[config.mk]
export PLATFORM = sky130hd
export DESIGN_NAME = mc_line_reader
export DESIGN_NICKNAME = d
export VERILOG_FILES = /design/src/rtl/rt_mem_pkg.sv /design/src/rtl/mc_line_fifo.sv /design/src/rtl/mc_line_reader.sv
export SDC_FILE = /design/constraint.sdc
export NUM_CORES = 1
export LEC_CHECK = 0
export BUFFER_PORTS_ARGS = -buffer_cell sky130_fd_sc_hd__buf_2
export CORE_ASPECT_RATIO = 0.7
export CORE_MARGIN = 5
export CORE_UTILIZATION = 35
export CTS_BUF_LIST = sky130_fd_sc_hd__clkbuf_8
export DETAILED_ROUTE_END_ITERATION = 10
export PLACE_DENSITY_LB_ADDON = 0.2
export SLEW_MARGIN = 30
export SYNTH_ARGS = -nofsm -noshare
export SYNTH_HDL_FRONTEND = slang
export SYNTH_HIERARCHICAL = 1
export SYNTH_SLANG_ARGS = --single-unit
export TNS_END_PERCENT = 5
[constraint.sdc]
create_clock -name clk -period 6.5 [get_ports clk]
set_input_delay 0.65 -clock clk [delete_from_list [all_inputs] [get_ports clk]]
set_output_delay 0.65 -clock clk [all_outputs]
set_load 0.01 [all_outputs]
[src/rtl/rt_mem_pkg.sv]
// Shared widths and FSM state encoding for the memory-controller line reader.
package rt_mem_pkg;

    localparam int LINE_W         = 128;
    localparam int WORD_W         = 32;
    localparam int LINE_BYTES     = 16;
    localparam int WORDS_PER_LINE = 4;

    typedef enum logic [2:0] {
        IDLE,
        REQ,
        WAIT,
        DRAIN,
        DONE
    } rd_state_t;

    // Word 0 is the least significant 32 bits of the line.
    function automatic logic [WORD_W-1:0] line_word(input logic [LINE_W-1:0] line,
                                                    input logic [1:0] idx);
        logic [WORD_W-1:0] w;
        case (idx)
            2'd0:    w = line[31:0];
            2'd1:    w = line[63:32];
            2'd2:    w = line[95:64];
            default: w = line[127:96];
        endcase
        return w;
    endfunction

endpackage

[src/rtl/mc_line_fifo.sv]
// Synchronous line FIFO; exposes the head entry and the one behind it so the
// serializer can move straight to the next line without a bubble.
module mc_line_fifo #(
    parameter int W     = 128,
    parameter int DEPTH = 4
) (
    input  logic                   clk,
    input  logic                   rst,
    input  logic                   i_push,
    input  logic [W-1:0]           i_data,
    input  logic                   i_pop,
    output logic [W-1:0]           o_head,
    output logic [W-1:0]           o_next,
    output logic [$clog2(DEPTH):0] o_count,
    output logic                   o_empty,
    output logic                   o_full
);

    localparam int AW = $clog2(DEPTH);

    logic [W-1:0]  r_mem [DEPTH];
    logic [AW-1:0] r_wr_ptr;
    logic [AW-1:0] r_rd_ptr;
    logic [AW:0]   r_count;
    logic          w_do_push;
    logic          w_do_pop;

    assign o_empty   = (r_count == '0);
    assign o_full    = (r_count == (AW+1)'(DEPTH));
    assign w_do_pop  = i_pop && !o_empty;
    assign w_do_push = i_push && (!o_full || w_do_pop);

    always_ff @(posedge clk) begin
        if (rst) begin
            r_wr_ptr <= '0;
            r_rd_ptr <= '0;
            r_count  <= '0;
        end else begin
            if (w_do_push) r_wr_ptr <= r_wr_ptr + AW'(1);
            if (w_do_pop)  r_rd_ptr <= r_rd_ptr + AW'(1);
            case ({w_do_push, w_do_pop})
                2'b10:   r_count <= r_count + (AW+1)'(1);
                2'b01:   r_count <= r_count - (AW+1)'(1);
                default: r_count <= r_count;
            endcase
        end
    end

    always_ff @(posedge clk) begin
        if (w_do_push) r_mem[r_wr_ptr] <= i_data;
    end

    assign o_head  = r_mem[r_rd_ptr];
    assign o_next  = r_mem[r_rd_ptr + AW'(1)];
    assign o_count = r_count;

endmodule

[src/rtl/mc_line_reader.sv]
// Reads num_lines sequential 128-bit lines from main memory and streams them
// out as 32-bit words, keeping at most one read outstanding.
module mc_line_reader
    import rt_mem_pkg::*;
#(
    parameter int FIFO_DEPTH = 4,
    parameter int LEN_W      = 16
) (
    input  logic              clk,
    input  logic              rst,
    input  logic              start,
    input  logic [31:0]       base_addr,
    input  logic [LEN_W-1:0]  num_lines,
    output logic              busy,
    output logic              done,
    output logic              re_MC,
    output logic [31:0]       addr_MC,
    input  logic [LINE_W-1:0] data_MC_out,
    input  logic              rdy_MC,
    output logic [WORD_W-1:0] word_out,
    output logic              word_valid,
    input  logic              word_ready
);

    localparam int CNT_W = $clog2(FIFO_DEPTH) + 1;
    localparam logic [CNT_W-1:0] DEPTH_C = CNT_W'(FIFO_DEPTH);
    localparam logic [1:0]       LAST_IDX = 2'(WORDS_PER_LINE - 1);

    rd_state_t         r_state;
    logic [LEN_W-1:0]  r_lines_left;
    logic [LEN_W-1:0]  r_lines_to_drain;
    logic              r_busy;
    logic              r_done;
    logic              r_re;
    logic [31:0]       r_addr;
    logic [WORD_W-1:0] r_word_out;
    logic              r_word_valid;
    logic [1:0]        r_idx;

    logic              w_push;
    logic              w_fire;
    logic              w_pop;
    logic [LINE_W-1:0] w_head;
    logic [LINE_W-1:0] w_next_head;
    logic [CNT_W-1:0]  w_count;
    logic [CNT_W-1:0]  w_count_after;
    logic              w_empty;
    logic              w_full;
    logic [LEN_W-1:0]  w_drain_after;

    // A completion only counts while a request is actually open.
    assign w_push        = r_re && rdy_MC;
    assign w_fire        = r_word_valid && word_ready;
    assign w_pop         = w_fire && (r_idx == LAST_IDX);
    assign w_count_after = w_count + CNT_W'(w_push) - CNT_W'(w_pop);
    assign w_drain_after = r_lines_to_drain - LEN_W'(w_pop);

    mc_line_fifo #(
        .W     (LINE_W),
        .DEPTH (FIFO_DEPTH)
    ) u_fifo (
        .clk     (clk),
        .rst     (rst),
        .i_push  (w_push),
        .i_data  (data_MC_out),
        .i_pop   (w_pop),
        .o_head  (w_head),
        .o_next  (w_next_head),
        .o_count (w_count),
        .o_empty (w_empty),
        .o_full  (w_full)
    );

    always_ff @(posedge clk) begin
        if (rst) begin
            r_state          <= IDLE;
            r_lines_left     <= '0;
            r_lines_to_drain <= '0;
            r_busy           <= 1'b0;
            r_done           <= 1'b0;
            r_re             <= 1'b0;
            r_addr           <= '0;
        end else begin
            r_done           <= 1'b0;
            r_lines_to_drain <= w_drain_after;
            if (r_done) r_busy <= 1'b0;
            case (r_state)
                IDLE: begin
                    if (start && !r_busy) begin
                        r_busy           <= 1'b1;
                        r_lines_left     <= num_lines;
                        r_lines_to_drain <= num_lines;
                        if (num_lines == '0) begin
                            r_state <= DONE;
                        end else begin
                            r_state <= REQ;
                            r_re    <= 1'b1;
                            r_addr  <= base_addr & ~32'hF;
                        end
                    end
                end
                REQ: begin
                    if (w_push) begin
                        r_lines_left <= r_lines_left - LEN_W'(1);
                        r_addr       <= r_addr + 32'(LINE_BYTES);
                        if (r_lines_left == LEN_W'(1)) begin
                            r_state <= DRAIN;
                            r_re    <= 1'b0;
                        end else if (w_count_after == DEPTH_C) begin
                            r_state <= WAIT;
                            r_re    <= 1'b0;
                        end
                    end
                end
                WAIT: begin
                    if (!w_full || w_pop) begin
                        r_state <= REQ;
                        r_re    <= 1'b1;
                    end
                end
                DRAIN: begin
                    if (w_drain_after == '0) r_state <= DONE;
                end
                DONE: begin
                    r_done  <= 1'b1;
                    r_state <= IDLE;
                end
                default: r_state <= IDLE;
            endcase
        end
    end

    // On the last word of a line the next word comes from the entry behind
    // the head, since the pop only takes effect at this edge.
    always_ff @(posedge clk) begin
        if (rst) begin
            r_word_valid <= 1'b0;
            r_word_out   <= '0;
            r_idx        <= '0;
        end else if (!r_word_valid || w_fire) begin
            if (w_pop) begin
                r_idx        <= '0;
                r_word_valid <= (w_count >= CNT_W'(2));
                r_word_out   <= line_word(w_next_head, 2'd0);
            end else if (w_fire) begin
                r_idx        <= r_idx + 2'd1;
                r_word_out   <= line_word(w_head, r_idx + 2'd1);
            end else begin
                r_word_valid <= !w_empty;
                r_word_out   <= line_word(w_head, r_idx);
            end
        end
    end

    assign busy       = r_busy;
    assign done       = r_done;
    assign re_MC      = r_re;
    assign addr_MC    = r_addr;
    assign word_out   = r_word_out;
    assign word_valid = r_word_valid;

endmodule

-- Word level (Yosys, flattened, before mapping)
Memories as Yosys holds them, arrays and structs flattened. A register that Yosys moved wholly into a read port is not among the register bits.
Index checks and enable logic that the tools add are counted.
- bits in registers: 112
- logic and storage cells: 116
- output and inout port bits: 68
- memories kept: 1
- RAM bits: 512
- equal/unequal tests: 21
- multiplexer cells: 41
- order comparisons: 1
- add/sub/neg operators: 10
- reduce and logical (&&, ||, !) cells: 29
- memories (name ; depth ; bits a word ; read ports ; clocked after memory_dff ; wr ports ; RTL line ; text):
    u_fifo.r_mem ; 4 ; 128 ; 2 ; 1 ; 1 ; mc_line_fifo.sv:21 ; logic [W-1:0] r_mem [DEPTH];
- operator list (kind ; number):
    $pmux W32 S3 ; 2
    $mux W32 ; 5
    $mux W16 ; 4
    $pmux W32 S2 ; 1
    $add A32 B5 Y32 const B ; 1
    $logic_not A16 Y1 ; 2
    $pmux W16 S2 ; 1
    $mux W3 ; 7
    $eq A16 B1 Y1 const B ; 1
    $sub A16 B1 Y16 ; 1
    $sub A16 B1 Y16 const B ; 1
    $mux W1 ; 14
    $pmux W3 S4 ; 1
    $eq A3 B3 Y1 const B ; 3
    $eq A2 B2 Y1 const B ; 4
    $mux W2 ; 4
    $ne A2 B2 Y1 const B ; 4
    $add A2 B1 Y2 const B ; 3
    $eq A2 B1 Y1 const B ; 3
    $eq A3 B2 Y1 const B ; 2
    $logic_and A1 B1 Y1 ; 6
    $logic_not A3 Y1 ; 2
    $pmux W3 S2 ; 1
    $reduce_and A6 Y1 ; 1
    other kinds (18) ; 28

-- Longest topological paths before layout
- depth in word-level cells: 8
- gate-level depth with buffers: 13
- depth with buffers taken out: 13

-- Modules after synthesis
The synthesis kept the hierarchy.
- modules (own cells, without submodules) (module ; times used ; area each (µm²) ; seq. area each (µm²) ; cells each):
    mc_line_fifo ; 1 ; 22126.2 ; 15554.9 ; 879
    mc_line_reader ; 1 ; 7414.6 ; 2021.9 ; 1084

-- Least setup slack after synthesis
No wires, ideal clock.
- path type: input -> register
- start point: in word_ready
- end point: mem u_fifo.r_mem[0][0], enable pin
- setup slack: 1.783 ns
- required time: 5.998 ns
- path buffers: 0
- data arrival time: 4.215 ns
- setup time: 0.502 ns
- cell stages on the path: 4
- path through: and3_1 inv_1 a21boi_2 and2_1
- cells in the longest elaborated chain, start to end: 7
- ends and longest elaborated chain (element ; RTL line ; text):
    start, declared ; mc_line_reader.sv:22 ; input logic word_ready
    $logic_and A1 B1 Y1 ; mc_line_reader.sv:53 ; assign w_fire = r_word_valid && word_ready;
    $logic_and A1 B1 Y1 ; mc_line_reader.sv:54 ; assign w_pop = w_fire && (r_idx == LAST_IDX);
    $logic_and A1 B1 Y1 ; mc_line_fifo.sv:30 ; assign w_do_pop = i_pop && !o_empty;
    $logic_or A1 B1 Y1 ; mc_line_fifo.sv:31 ; assign w_do_push = i_push && (!o_full || w_do_pop);
    $logic_and A1 B1 Y1 ; mc_line_fifo.sv:31 ;
    $mux W1 ; mc_line_fifo.sv:50 ; if (w_do_push) r_mem[r_wr_ptr] <= i_data;
    $mux W1 (implied by the code) ; mc_line_fifo.sv:50 ;
    end, declared ; mc_line_fifo.sv:21 ;
No other way between the ends.

-- Final worst setup path
- start point: reg r_idx[0]
- end point: reg r_state[1]
- cells in the longest elaborated chain, start to end: 6
- elaborated cells on any way between the ends: 11
- ends and longest elaborated chain (element ; RTL line ; text):
    start, declared ; mc_line_reader.sv:38 ; logic [1:0] r_idx;
    start signal, assigned ; mc_line_reader.sv:146 ; r_idx <= r_idx + 2'd1;
    $eq A2 B2 Y1 (*) ; mc_line_reader.sv:54 ;
    $logic_and A1 B1 Y1 (*) ; mc_line_reader.sv:54 ;
    named net w_pop ; mc_line_reader.sv:42 ; logic w_pop;
    $sub A16 B1 Y16 / $sub A3 B1 Y3 (equally long branches) ; mc_line_reader.sv:56, mc_line_reader.sv:55 ;
    $logic_not A16 Y1 / $eq A3 B3 Y1 (equally long branches) ; mc_line_reader.sv:122, mc_line_reader.sv:109 ;
    $ne A2 B2 Y1 (no source line) / $ne A3 B3 Y1 (equally long branches) ; n/a ;
    $reduce_and A5 Y1 (no source line) (*) ; n/a ;
    end signal, assigned ; mc_line_reader.sv:122 ; if (w_drain_after == '0) r_state <= DONE;
    end signal, assigned ; mc_line_reader.sv:126 ; r_state <= IDLE;
    end signal, assigned ; mc_line_reader.sv:128 ; default: r_state <= IDLE;
    end, declared ; mc_line_reader.sv:29 ; rd_state_t r_state;
The timed path passes the listed nets; every way through them passes the cells marked *.
A chain may end at the register's enable or synchronous reset.

==> summary.md <==
| Metric | Value |
|---|---|
| Vias per cell | `5.45` |
| Rel. slew slack | `33.0%` |
| FILL cells | `7,125` |
| Max-cap violations | `0` |
| Leakage | `0.0105 uW` |
| Crit path required time | `7070 ps` |
| Final hold viol count | `0` |
| Post_cts resized | `0` |
| Ys Warns | `6` |
| GR Overflow Total | `0` |
| Max IR drop VDD | `0.000134 V` |
| Routed Wire Length | `74.2 mm` |
| RSZ-0062 raised after global routing | `false` |
| Power Density | `329 nW/um^2` |
| Root Driver | `clkbuf_8` |
| Slew @ Worst Pin | `1010 ps` |
| HP Class | `input port to flip-flop` |
| Row count | `85` |
| Post-synthesis cell area | `27,200 um^2` |
| Fmax | `0.248 GHz` |
| Critical path class | `flip-flop to flip-flop` |
| Most common cell after layout, fill and taps aside | `edfxtp_1` |
| Max Root-Sink Buffers | `3` |
| Gr usage total | `17.5%` |
| CTS Hold Bufs | `0` |
| Number of antenna violations at the first check in global routing | `30` |
| Share of cells above drive strength 1 | `27.3%` |
| Vias | `17.5k` |
| Final setup TNS | `0 ps` |
| Cts bufs inserted | `100` |
| CTS Sinks | `622` |
| Tcrit/Tclk final | `61.9%` |
| Commonest cells after routing, fill and taps aside | `edfxtp_1, buf_2, nor2_1, a21oi_1, mux4_2` |
| Nets@finish | `2,278` |
| Core ar. | `77,000 um^2` |
| Final Critical Period | `4020 ps` |
| Final HPWL DP | `43.2 mm` |
| Port Buf Inserts | `240` |
| Syn Inst Count | `1,852` |
| H-tree depth | `3` |
| DR pass1 iterations | `7` |
| CP Launch Type | `flip-flop` |
| ANT nets after route | `0` |
| Crit end category | `flip-flop` |
| Clock-pin slew on the worst setup and hold paths | `70 ps` |
| Post-route cell area | `31,500 um^2` |
| First-pass GRT wire length | `111 mm` |
| DIE HEIGHT | `243 um` |
| Initial DRC Count | `1,347` |
| Dpl cell area | `29,300 um^2` |
| Initial core utilization | `35.3%` |
| Setup violators final | `0` |
| Die area | `83,500 um^2` |
| Status | `complete, no violations` |
| CTS tree | `yes` |
| Crit path arrival time | `4600 ps` |
| Synth-to-Final Area Change | `15.9%` |
| RD Place Congestion | `0.850` |
| Fin. max-slew vios | `0` |
| Crit-path max FO | `15` |
| Clock Skew | `17.5 ps` |
| Setup bufs post-CTS | `0` |
| Largest net degree at the start of global routing | `129` |
| Drc violations | `0` |
| WL/cell | `23.1 um` |
| Worst-skew pair later-pin latency | `710 ps` |
| Die X-Extent | `343 um` |
| Syn Area/Cell | `14.7 um^2` |
| I/O Pins | `249` |
| Vias in the first global route | `17.7k` |
==> final cells by class <==
class	instances	area, um^2	share of cell area, %
clock inverters	73	515	1.64
well taps	1044	1310	4.14
multi-input cells	1059	8870	28.1
flip-flops and latches	622	17600	55.8
repair buffers	265	1510	4.79
inverters	28	105	0.333
diodes	13	32.5	0.103
clock buffers	115	1580	5.02
==> flip-flops by register name (all words and copies together), names as in the netlist, named ones only <==
| name | flops |
|---|---|
| u_fifo/r_mem | 512 |
| word_out | 32 |
| addr_MC | 28 |
| r_lines_left | 16 |
| r_lines_to_drain | 16 |
| r_state | 3 |
| u_fifo/o_count | 3 |
| r_idx | 2 |
| u_fifo/r_rd_ptr | 2 |
| u_fifo/r_wr_ptr | 2 |
| busy | 1 |
| done | 1 |
| re_MC | 1 |
| word_valid | 1 |
==> power breakdown <==
group          leakage [uW]  switching [uW]  internal, uW
clock               0.00121            1560          1930
sequential          0.00553             283          4680
combinational       0.00380            1190           729
==> final timing paths <==
| path | cells after the start | startpoint | to | slack, ps |
|---|---|---|---|---|
| worst max-delay path | 10 | r_idx[0]$_SDFFE_PP0P_ | r_state[1]$_SDFFE_PP0P_ | 2480 |
| worst min-delay path | 1 | data_MC_out[121] | u_fifo/r_mem[0][121]$_DFFE_PP_ | 140 |
| worst max register to register | 10 | r_idx[0]$_SDFFE_PP0P_ | r_state[1]$_SDFFE_PP0P_ | 2480 |
| worst min register to register | 2 | addr_MC[31]$_SDFFE_PP0P_ | addr_MC[31]$_SDFFE_PP0P_ | 490 |
==> per-stage QoR <==
step	std cells	hold slack, ps	power (uW)	worst slack [ps]	utilization (%)
2_1_floorplan	1855	444	6290	1780	-
3_3_place_gp	3015	462	6870	2230	38.1
3_5_place_dp	3015	471	6940	2190	38.1
4_1_cts	3203	60.0	10500	2450	40.8
5_1_grt	3212	78.5	11000	2130	40.9
6_report	3219	142	10400	2480	40.9
==> critical path, cell delays in order, from the launching register on <==
cell and delay (ps):
dfxtp_1 570, ha_4 210, and3_1 350, ha_1 260, ha_1 490, or4b_1 660, a2111oi_0 450, a211oi_1 110
nor4_1 450, a31o_2 260, o21ai_0 80
==> layer usage <==
layer | share of wire, % | track usage (%)
met3 | 7.2 | 4.64
met1 | 44 | 24.3
met4 | 2.3 | 4.88
met2 | 46 | 27.1
met5 | 0.19 | 0
Note: power is estimated with default switching activity, not from simulation.
